<file path="config.mk">
export PLATFORM = sky130hd
export DESIGN_NAME = muldiv_ctrl
export DESIGN_NICKNAME = d
export VERILOG_FILES = /design/src/rtl/muldiv_pkg.sv /design/src/rtl/muldiv_iter_step.sv /design/src/rtl/muldiv_ctrl.sv
export SDC_FILE = /design/constraint.sdc
export NUM_CORES = 1
export LEC_CHECK = 0
export ABC_CLOCK_PERIOD_IN_PS = 4900
export CAP_MARGIN = 5
export CORE_MARGIN = 2
export CORE_UTILIZATION = 49
export CTS_BUF_LIST = sky130_fd_sc_hd__clkbuf_8
export CTS_CLUSTER_DIAMETER = 120
export CTS_CLUSTER_SIZE = 8
export DETAILED_ROUTE_END_ITERATION = 10
export PLACE_DENSITY = 0.73
export SYNTH_ARGS = -nofsm -noshare
export SYNTH_HDL_FRONTEND = slang
export SYNTH_SLANG_ARGS = --single-unit
export TNS_END_PERCENT = 30
</file>
<file path="constraint.sdc">
create_clock -name clk -period 4.9 [get_ports clk]
set_clock_uncertainty 0.15 [all_clocks]
set_input_delay 0.49 -clock clk [delete_from_list [all_inputs] [get_ports clk]]
set_output_delay 0.49 -clock clk [all_outputs]
set_load 0.05 [all_outputs]
</file>
<file path="src/rtl/muldiv_pkg.sv">
// Shared encodings and constants for the iterative multiply/divide sequencer.
package muldiv_pkg;

  localparam int MULDIV_WIDTH = 32;
  localparam logic [31:0] DIV0_LO = 32'hFFFF_FFFF;

  typedef enum logic [1:0] {
    OP_MULT  = 2'b00,
    OP_MULTU = 2'b01,
    OP_DIV   = 2'b10,
    OP_DIVU  = 2'b11
  } op_e;

  typedef enum logic [1:0] {
    ST_IDLE  = 2'b00,
    ST_CALC  = 2'b01,
    ST_FIXUP = 2'b10
  } state_e;

endpackage

</file>
<file path="src/rtl/muldiv_iter_step.sv">
// One combinational iteration: shift-add multiply step or restoring divide step
// over a double-width accumulator ({hi, lo} or {remainder, quotient}).
module muldiv_iter_step #(
  parameter int WIDTH = 32
) (
  input  logic                 mode_div,
  input  logic [2*WIDTH-1:0]   acc_in,
  input  logic [WIDTH-1:0]     operand,
  output logic [2*WIDTH-1:0]   acc_out
);

  logic [WIDTH:0]   mul_sum;
  logic [WIDTH:0]   rem_sh;
  logic [WIDTH+1:0] trial;

  always_comb begin
    mul_sum = {1'b0, acc_in[2*WIDTH-1:WIDTH]} + (acc_in[0] ? {1'b0, operand} : '0);
    // Remainder shifted left with the next dividend bit; one extra bit catches borrow.
    rem_sh  = acc_in[2*WIDTH-1:WIDTH-1];
    trial   = {1'b0, rem_sh} - {2'b00, operand};
    if (mode_div) begin
      if (trial[WIDTH+1]) begin
        acc_out = {rem_sh[WIDTH-1:0], acc_in[WIDTH-2:0], 1'b0};
      end else begin
        acc_out = {trial[WIDTH-1:0], acc_in[WIDTH-2:0], 1'b1};
      end
    end else begin
      acc_out = {mul_sum, acc_in[WIDTH-1:1]};
    end
  end

endmodule

</file>
<file path="src/rtl/muldiv_ctrl.sv">
// Multiply/divide sequencer owning HI/LO. Optional MULDIV_FAST_MUL_EN replaces the
// 32-cycle multiply with a single-cycle product; divides always iterate.
module muldiv_ctrl
  import muldiv_pkg::*;
#(
  parameter int WIDTH = MULDIV_WIDTH,
  parameter int CNT_W = 5
) (
  input  logic             clk,
  input  logic             rst,
  input  logic             start,
  input  logic [1:0]       op,
  input  logic [WIDTH-1:0] src_a,
  input  logic [WIDTH-1:0] src_b,
  input  logic             hilo_read,
  input  logic             mthi,
  input  logic             mtlo,
  input  logic [WIDTH-1:0] wdata,
  input  logic             flush,
  output logic [WIDTH-1:0] hi_out,
  output logic [WIDTH-1:0] lo_out,
  output logic             busy,
  output logic             stall_req,
  output logic             done
);

  localparam int DW = 2 * WIDTH;

  state_e           state_q, state_d;
  logic [CNT_W-1:0] cnt_q, cnt_d;
  logic [DW-1:0]    acc_q, acc_d;
  logic [WIDTH-1:0] opnd_q, opnd_d;
  logic [WIDTH-1:0] hi_q, hi_d;
  logic [WIDTH-1:0] lo_q, lo_d;
  logic             is_div_q, is_div_d;
  logic             sign_a_q, sign_a_d;
  logic             sign_b_q, sign_b_d;
  logic             div0_q, div0_d;
  logic             done_q, done_d;

  logic             op_signed, in_sign_a, in_sign_b;
  logic [WIDTH-1:0] mag_a, mag_b;
  logic [DW-1:0]    step_acc, prod_fix;
  logic [WIDTH-1:0] quo_fix, rem_fix;

  // Sign flags are pre-masked by signedness, so fixup never needs the op again.
  assign op_signed = ~op[0];
  assign in_sign_a = op_signed & src_a[WIDTH-1];
  assign in_sign_b = op_signed & src_b[WIDTH-1];
  assign mag_a     = in_sign_a ? -src_a : src_a;
  assign mag_b     = in_sign_b ? -src_b : src_b;

  muldiv_iter_step #(.WIDTH(WIDTH)) u_step (
    .mode_div (is_div_q),
    .acc_in   (acc_q),
    .operand  (opnd_q),
    .acc_out  (step_acc)
  );

  assign prod_fix = (sign_a_q ^ sign_b_q) ? -acc_q : acc_q;
  assign quo_fix  = (sign_a_q ^ sign_b_q) ? -acc_q[WIDTH-1:0] : acc_q[WIDTH-1:0];
  assign rem_fix  = sign_a_q ? -acc_q[DW-1:WIDTH] : acc_q[DW-1:WIDTH];

`ifdef MULDIV_FAST_MUL_EN
  logic [DW-1:0] fast_prod;
  assign fast_prod = DW'(mag_a) * DW'(mag_b);
`endif

  always_comb begin
    state_d  = state_q;
    cnt_d    = cnt_q;
    acc_d    = acc_q;
    opnd_d   = opnd_q;
    hi_d     = hi_q;
    lo_d     = lo_q;
    is_div_d = is_div_q;
    sign_a_d = sign_a_q;
    sign_b_d = sign_b_q;
    div0_d   = div0_q;
    done_d   = 1'b0;

    unique case (state_q)
      ST_IDLE: begin
        if (mthi) hi_d = wdata;
        if (mtlo) lo_d = wdata;
        if (start) begin
          is_div_d = op[1];
          sign_a_d = in_sign_a;
          sign_b_d = in_sign_b;
          div0_d   = (src_b == '0);
          cnt_d    = '0;
          if (op[1]) begin
            acc_d  = {{WIDTH{1'b0}}, mag_a};
            opnd_d = mag_b;
          end else begin
            acc_d  = {{WIDTH{1'b0}}, mag_b};
            opnd_d = mag_a;
          end
          state_d = ST_CALC;
`ifdef MULDIV_FAST_MUL_EN
          if (!op[1]) begin
            acc_d   = fast_prod;
            state_d = ST_FIXUP;
          end
`endif
        end
      end
      ST_CALC: begin
        acc_d = step_acc;
        cnt_d = cnt_q + 1'b1;
        if (cnt_q == CNT_W'(WIDTH - 1)) state_d = ST_FIXUP;
      end
      ST_FIXUP: begin
        if (is_div_q) begin
          // A zero divisor leaves |a| in the remainder, which fixes up back to src_a.
          hi_d = rem_fix;
          lo_d = div0_q ? DIV0_LO : quo_fix;
        end else begin
          hi_d = prod_fix[DW-1:WIDTH];
          lo_d = prod_fix[WIDTH-1:0];
        end
        done_d  = 1'b1;
        state_d = ST_IDLE;
      end
      default: state_d = ST_IDLE;
    endcase

    if (flush) begin
      state_d = ST_IDLE;
      done_d  = 1'b0;
      if (state_q == ST_FIXUP) begin
        hi_d = hi_q;
        lo_d = lo_q;
      end
    end
  end

  always_ff @(posedge clk) begin
    if (rst) begin
      state_q  <= ST_IDLE;
      cnt_q    <= '0;
      acc_q    <= '0;
      opnd_q   <= '0;
      hi_q     <= '0;
      lo_q     <= '0;
      is_div_q <= 1'b0;
      sign_a_q <= 1'b0;
      sign_b_q <= 1'b0;
      div0_q   <= 1'b0;
      done_q   <= 1'b0;
    end else begin
      state_q  <= state_d;
      cnt_q    <= cnt_d;
      acc_q    <= acc_d;
      opnd_q   <= opnd_d;
      hi_q     <= hi_d;
      lo_q     <= lo_d;
      is_div_q <= is_div_d;
      sign_a_q <= sign_a_d;
      sign_b_q <= sign_b_d;
      div0_q   <= div0_d;
      done_q   <= done_d;
    end
  end

  assign busy      = (state_q != ST_IDLE);
  assign stall_req = busy & (start | hilo_read | mthi | mtlo);
  assign hi_out    = hi_q;
  assign lo_out    = lo_q;
  assign done      = done_q;

endmodule

</file>
# --- Yosys cells after proc, flatten, opt, wreduce, memory -nomap -nowiden ---
# Index checks and enable logic that the tools add are counted.
totals:
  input_bits: 105
  ff_bits: 172
  output_inout_bits: 67
  elab_cells: 70
op_classes:
  eq_ne: 6
  n_reduce_logical: 8
  muxes: 29
  n_bitwise: 8
  add_sub_neg: 8
ops:
  columns: ["cell", "n"]
  rows:
  - ["32-bit 2-to-1 mux", 16]
  - ["64-bit 2-to-1 mux", 4]
  - ["32-bit negator", 4]
  - ["32-bit case mux with 2 select lines", 2]
  - ["64-bit case mux with 2 select lines", 1]
  - ["64-bit negator", 1]
  - ["33-bit by 32-bit subtractor with 34-bit output", 1]
  - ["32-bit by 33-bit adder with 33-bit output", 1]
  - ["32-bit zero test", 1]
  - ["5-bit case mux with 2 select lines", 1]
  - ["2-bit inequality test, second input constant", 3]
  - ["2-bit AND reduction", 3]
  - ["5-bit by 1-bit adder with 5-bit output, second input constant", 1]
  - ["5-bit == test, second input constant", 1]
  - ["5-bit 2-to-1 mux", 1]
  - ["2-bit 2-to-1 mux", 2]
  - ["2-bit case mux with 2 select lines", 1]
  - ["2-bit nonzero test", 2]
  - ["1-bit bitwise AND", 3]
  - ["1-bit OR", 3]
  - ["2-bit by 1-bit == test with 1-bit output, second input constant", 1]
  - ["2-bit == test, second input constant", 1]
  - ["2-bit zero test", 1]
  - ["2-bit OR reduction", 1]
  - ["3 further kinds", 3]

# --- Logic depth before layout (Yosys ltp) ---
logic_depth:
  word_depth: 7
  mapped_depth: 15
  depth_no_buf: 13

# --- By module ---
# Synthesis repeated with hierarchy kept, for this count alone.
hier_totals:
  hier_cells: 2104
  area_unflattened_um2: 15401.0
modules_own_cells:
  columns: ["module", "cells_each", "n_inst", "area_per_inst_um2"]
  rows:
  - ["muldiv_ctrl", 1403, 1, 10625.2]
  - ["muldiv_iter_step", 701, 1, 4775.8]

# --- Least setup slack after synthesis ---
# Ideal clock, no wire load.
synth_path:
  path_kind: "register -> register"
  from: "register acc_q[8]"
  to: "register hi_q[3] (netlist: hi_out[3])"
  synth_period_minus_slack_ns: 3.455
  slack_ns: 1.445
  setup_ns: 0.092
  arrival_time_ns: 3.213
  required_time_ns: 4.658
  path_stages_with_launch: 12
  cell_sequence: "dfxtp_1 > buf_6 > or4_4 > or4_4 > or4_4 > or3_4 > and2_4 > buf_6 > o41ai_2 > xnor2_1 > nor2_1 > o32ai_1"
synth_between:
  elab_chain_cells: 6
synth_lines:
  columns: ["element", "line_no", "source"]
  rows:
  - ["start: declaration", "muldiv_ctrl.sv:31", "logic [DW-1:0] acc_q, acc_d;"]
  - ["start signal: assignment", "muldiv_ctrl.sv:142", "acc_q <= '0;"]
  - ["start signal: assignment", "muldiv_ctrl.sv:154", "acc_q <= acc_d;"]
  - ["64-bit negator (*)", "muldiv_ctrl.sv:60", "assign prod_fix = (sign_a_q ^ sign_b_q) ? -acc_q : acc_q;"]
  - ["64-bit 2-to-1 mux (*)", "muldiv_ctrl.sv:60", null]
  - ["32-bit 2-to-1 mux (*)", "muldiv_ctrl.sv:114", "if (is_div_q) begin"]
  - ["32-bit case mux with 2 select lines (*)", "muldiv_ctrl.sv:82", "unique case (state_q)"]
  - ["32-bit 2-to-1 mux", "muldiv_ctrl.sv:131", "if (state_q == ST_FIXUP) begin"]
  - ["32-bit 2-to-1 mux (*)", "muldiv_ctrl.sv:128", "if (flush) begin"]
  - ["end signal: assignment", "muldiv_ctrl.sv:156", "hi_q <= hi_d;"]
  - ["end: declaration", "muldiv_ctrl.sv:33", "logic [WIDTH-1:0] hi_q, hi_d;"]
# Every way passes the cells marked *; elsewhere a longest branch is shown, timed or not. The select of a mux whose other input is x is not followed.
# A chain may end at the register's enable or synchronous reset.

# --- Final worst setup path ---
layout_path:
  from: "register acc_q[0]"
  to: "register acc_q[58]"
layout_between:
  elab_chain_cells: 4
layout_lines:
  columns: ["element", "line_no", "source"]
  rows:
  - ["32-bit 2-to-1 mux", "muldiv_iter_step.sv:17", "mul_sum = {1'b0, acc_in[2*WIDTH-1:WIDTH]} + (acc_in[0] ? {1'b0, operand} : '0);"]
  - ["32-bit by 33-bit adder with 33-bit output", "muldiv_iter_step.sv:17", null]
  - ["64-bit 2-to-1 mux", "muldiv_iter_step.sv:21", "if (mode_div) begin"]
  - ["64-bit case mux with 2 select lines", "muldiv_ctrl.sv:82", null]
# Every way passes these cells.

==> flow_summary_export.csv <==
group,metric,value,unit
worst_setup_path,rrSetupSlack,780,ps
timing,grt_setup_unrepaired,"no",
grt,top_usage_layer,"met2",
cells_and_area,finalNetCount,2264,
synth,synth_edf_count,0,
pwr,p_per_area,236,nW/um2
synth,synth_fp_nets,2180,
pwr,p_sw,1.59,mW
cells_and_area,drive_gt1_frac,0.0548,
route,drt_wl_total,53.7,mm
clock_tree,h-tree-depth,4,
cells_and_area,register_area,3440,um2
synth,synth.avg_cell_area,7.26,um2
die,die_x,176,um
pwr,worst_ir_drop_vdd,0.000173,V
worst_setup_path,required,5150,ps
pwr,pwr-share-seq,0.401,
worst_setup_path,cp-start-kind,"flop",
clock_tree,cts_buffers,17,
clock_tree,clock_latency,500,ps
synth,synthFlopType,"dfxtp_1",
synth,synth_warnings,0,
pwr,clockPowerShare,0.254,
route,drcViolationCount,0,
outcome,status,"complete, no violations",
grt,grt.total_usage,0.339,
timing,hold_violations,0,
cells_and_area,area_delta_synth_final,16.1,%
timing,worstMarginPinSlew,1220,ps
die,die_height,176,um
cells_and_area,fillers,2867,
worst_setup_path,worstPathArrival,4370,ps
cells_and_area,final_common_cell,"nor2_1",
route,ant_nets,0,
worst_setup_path,r2r_cells,13,
timing,fin_crit_sh,0.841,
pwr,swShare,0.400,
grt,grt_pass1_vias,14400,
grt,grt_max_degree,92,
die,rows,63,
synth,synth_cells,2003,
worst_setup_path,critical_path_class,"flop to flop",
place,hpwl,41.8,mm
pwr,p_int,2.39,mW
grt,antenna_found_initial,0,
worst_setup_path,rr_startpoint,"acc_q[0]",
worst_hold_path,hold_end,"lo_out[30]",
place,place_congestion,0.978,
synth,ys_async_sr_fraction,0,
worst_setup_path,worstPathMaxFanout,14,
grt,grtUsageMet2,0.545,
timing,whs,256,ps
die,die_area,31100,um2
synth,yosysSeqAreaShare,0.237,
clock_tree,cts_buffer_depth,2,
timing,max_freq,243,MHz
grt,grt_pass1_wl,82.0,mm
worst_hold_path,min_from,"rst",
worst_hold_path,hp-class,"input pin to flop",
die,io_pins,172,
route,wl_per_cell,21.6,um
timing,slew_headroom,0.179,
grt,met1_usage,0.463,
clock_tree,post_cts_buffers,0,
die,core,29400,um2
die,start_util,0.494,
clock_tree,cts.sinks,172,
place,port_buffers,171,
clock_tree,cts_tree,"done",
worst_setup_path,end_kind,"flop",
pwr,total_leakage_power,6.41,nW
cells_and_area,diodes,0,
timing,slew_viol_final,0,
cells_and_area,multi_input_area,10300,um2
synth,yosys_register_bits,172,
cells_and_area,final_cell_mix,"222 x nor2_1, 212 x nand2_1, 190 x a21oi_1, 171 x dfxtp_1, 169 x clkdlybuf4s50_1",
grt,grt_overflow,0,
clock_tree,clk_pin_slew_worst_paths,110,ps
pwr,p_comb_frac,0.345,
clock_tree,cts-root-buf,"clkbuf_8",
route,routed_via_density,6.36,
clock_tree,postCtsHoldBufs,0,
worst_setup_path,r2r-end,"acc_q[58]",
job,drv_cap,0,
timing,final.setup.tns,0,ps
timing,setup_viol,0,
worst_hold_path,hold_path_depth,2,
route,vias,15800,
synth,netlist_area,14500,um2
grt,grt_use_met3,0.0482,
route,drt-initial-drc-count,1560,
timing,period_needed,4120,ps
route,firstDrtPassIters,5,
synth,ys_types,73,
clock_tree,cts_resized,0,
cell type report:
cell class / count / share of cell area
inverters: 69 / 0.0153
clock buffers: 18 / 0.0147
flip-flops and latches: 172 / 0.204
well taps: 390 / 0.0289
multi-input cells: 1616 / 0.611
repair buffers: 211 / 0.119
clock inverters: 13 / 0.00764
stage by stage:
stage / cells / total power [mW] / instance area [um2] / setup WS (ps) / utilization
2_1_floorplan: 2003 / 2.48 / 14500 / 1450 / -
3_3_place_gp: 2458 / 2.95 / 16500 / 886 / 0.561
3_5_place_dp: 2458 / 2.96 / 16500 / 909 / 0.561
4_1_cts: 2489 / 3.95 / 16900 / 885 / 0.574
5_1_grt: 2489 / 4.14 / 16900 / 436 / 0.574
6_report: 2489 / 3.98 / 16900 / 780 / 0.574
synth_stat cells, types with 6 or more instances:
| master | instances | share of area |
|---|---|---|
| ha_1 | 70 | 0.060 |
| nor3b_1 | 7 | 0.0036 |
| nor2_1 | 224 | 0.058 |
| a2111oi_0 | 7 | 0.0042 |
| o211ai_1 | 31 | 0.016 |
| o221ai_1 | 46 | 0.028 |
| or3_1 | 13 | 0.0056 |
| nor2b_1 | 16 | 0.0069 |
| nor4_1 | 19 | 0.0082 |
| nand2_1 | 213 | 0.055 |
| a31oi_1 | 18 | 0.0077 |
| o21ai_1 | 8 | 0.0028 |
| or2_2 | 6 | 0.0026 |
| o41ai_1 | 13 | 0.0078 |
| nand3_1 | 36 | 0.012 |
| dfxtp_1 | 172 | 0.24 |
| a311oi_1 | 6 | 0.0036 |
| o31ai_1 | 18 | 0.0093 |
| inv_1 | 69 | 0.018 |
| o21ai_0 | 133 | 0.046 |
| o22ai_1 | 18 | 0.0077 |
| a221oi_1 | 7 | 0.0042 |
| a21o_1 | 30 | 0.015 |
| o21a_1 | 15 | 0.0077 |
| xnor2_1 | 89 | 0.054 |
| a21oi_1 | 190 | 0.065 |
| and2_1 | 7 | 0.0030 |
| and3_1 | 11 | 0.0047 |
| buf_1 | 13 | 0.0034 |
| xor2_1 | 67 | 0.040 |
| nor3_1 | 47 | 0.016 |
| mux2i_1 | 47 | 0.032 |
| clkbuf_1 | 129 | 0.033 |
| or4_1 | 19 | 0.0098 |
| nand2b_1 | 11 | 0.0047 |
| a211oi_1 | 73 | 0.038 |
| mux2_2 | 7 | 0.0054 |
| o21bai_1 | 8 | 0.0041 |
worst max path at each step:
stage | slack [ps] | start | endpoint | cells past startpoint
final | 780 | acc_q[0] | acc_q[58] | 13
after global routing | 440 | acc_q[0] | acc_q[58] | 13
after CTS | 880 | acc_q[0] | acc_q[58] | 13
after detailed placement | 910 | acc_q[0] | acc_q[58] | 13
after global placement | 890 | acc_q[0] | acc_q[58] | 13
after floorplan | 1450 | acc_q[8] | hi_out[3] | 11
power groups by stage:
stage                     registers (mW)  logic [mW]  clock network, mW
after global routing                1.60        1.47               1.07
after floorplan                     1.68       0.802                  0
after global placement              1.62        1.33                  0
after detailed placement            1.62        1.34                  0
final                               1.60        1.37               1.01
after CTS                           1.59        1.35               1.01
kinds of logic (layout without fill, tap and decap cells):
kind of cell / Yosys count / after routing / synth area share
compound gates: 682 / 682 / 0.308
xor+xnor: 156 / 156 / 0.0940
fa+ha+maj: 72 / 72 / 0.0630
buf+inv: 215 / 311 / 0.0567
flops: 172 / 172 / 0.237
mux: 54 / 54 / 0.0378
simple gates: 652 / 652 / 0.204
per-layer routing:
metal	up-vias	wire, um
met5	-	0
met4	0	1880
met3	97	4120
met2	752	24000
met1	7506	23700
li1	7487	-
worst max-delay path, cell delays in order, from the launching register on:
cell and delay [ps]:
dfxtp_1 520, inv_1 200, buf_4 240, nor2_1 110, ha_1 310, and3_1 240
nor3b_1 150, a32oi_1 180, o2111ai_1 230, a221oi_1 740, o21ai_0 320, or3_1 410
a21oi_1 130, o31ai_1 90
registers in the layout, summed over array words and instances (netlist names):
register / count
acc_q: 64
cnt_q: 5
div0_q: 1
done: 1
hi_out: 32
is_div_q: 1
lo_out: 32
opnd_q: 32
sign_a_q: 1
sign_b_q: 1
state_q: 2
No activity file was read; power rests on OpenSTA's default activity.
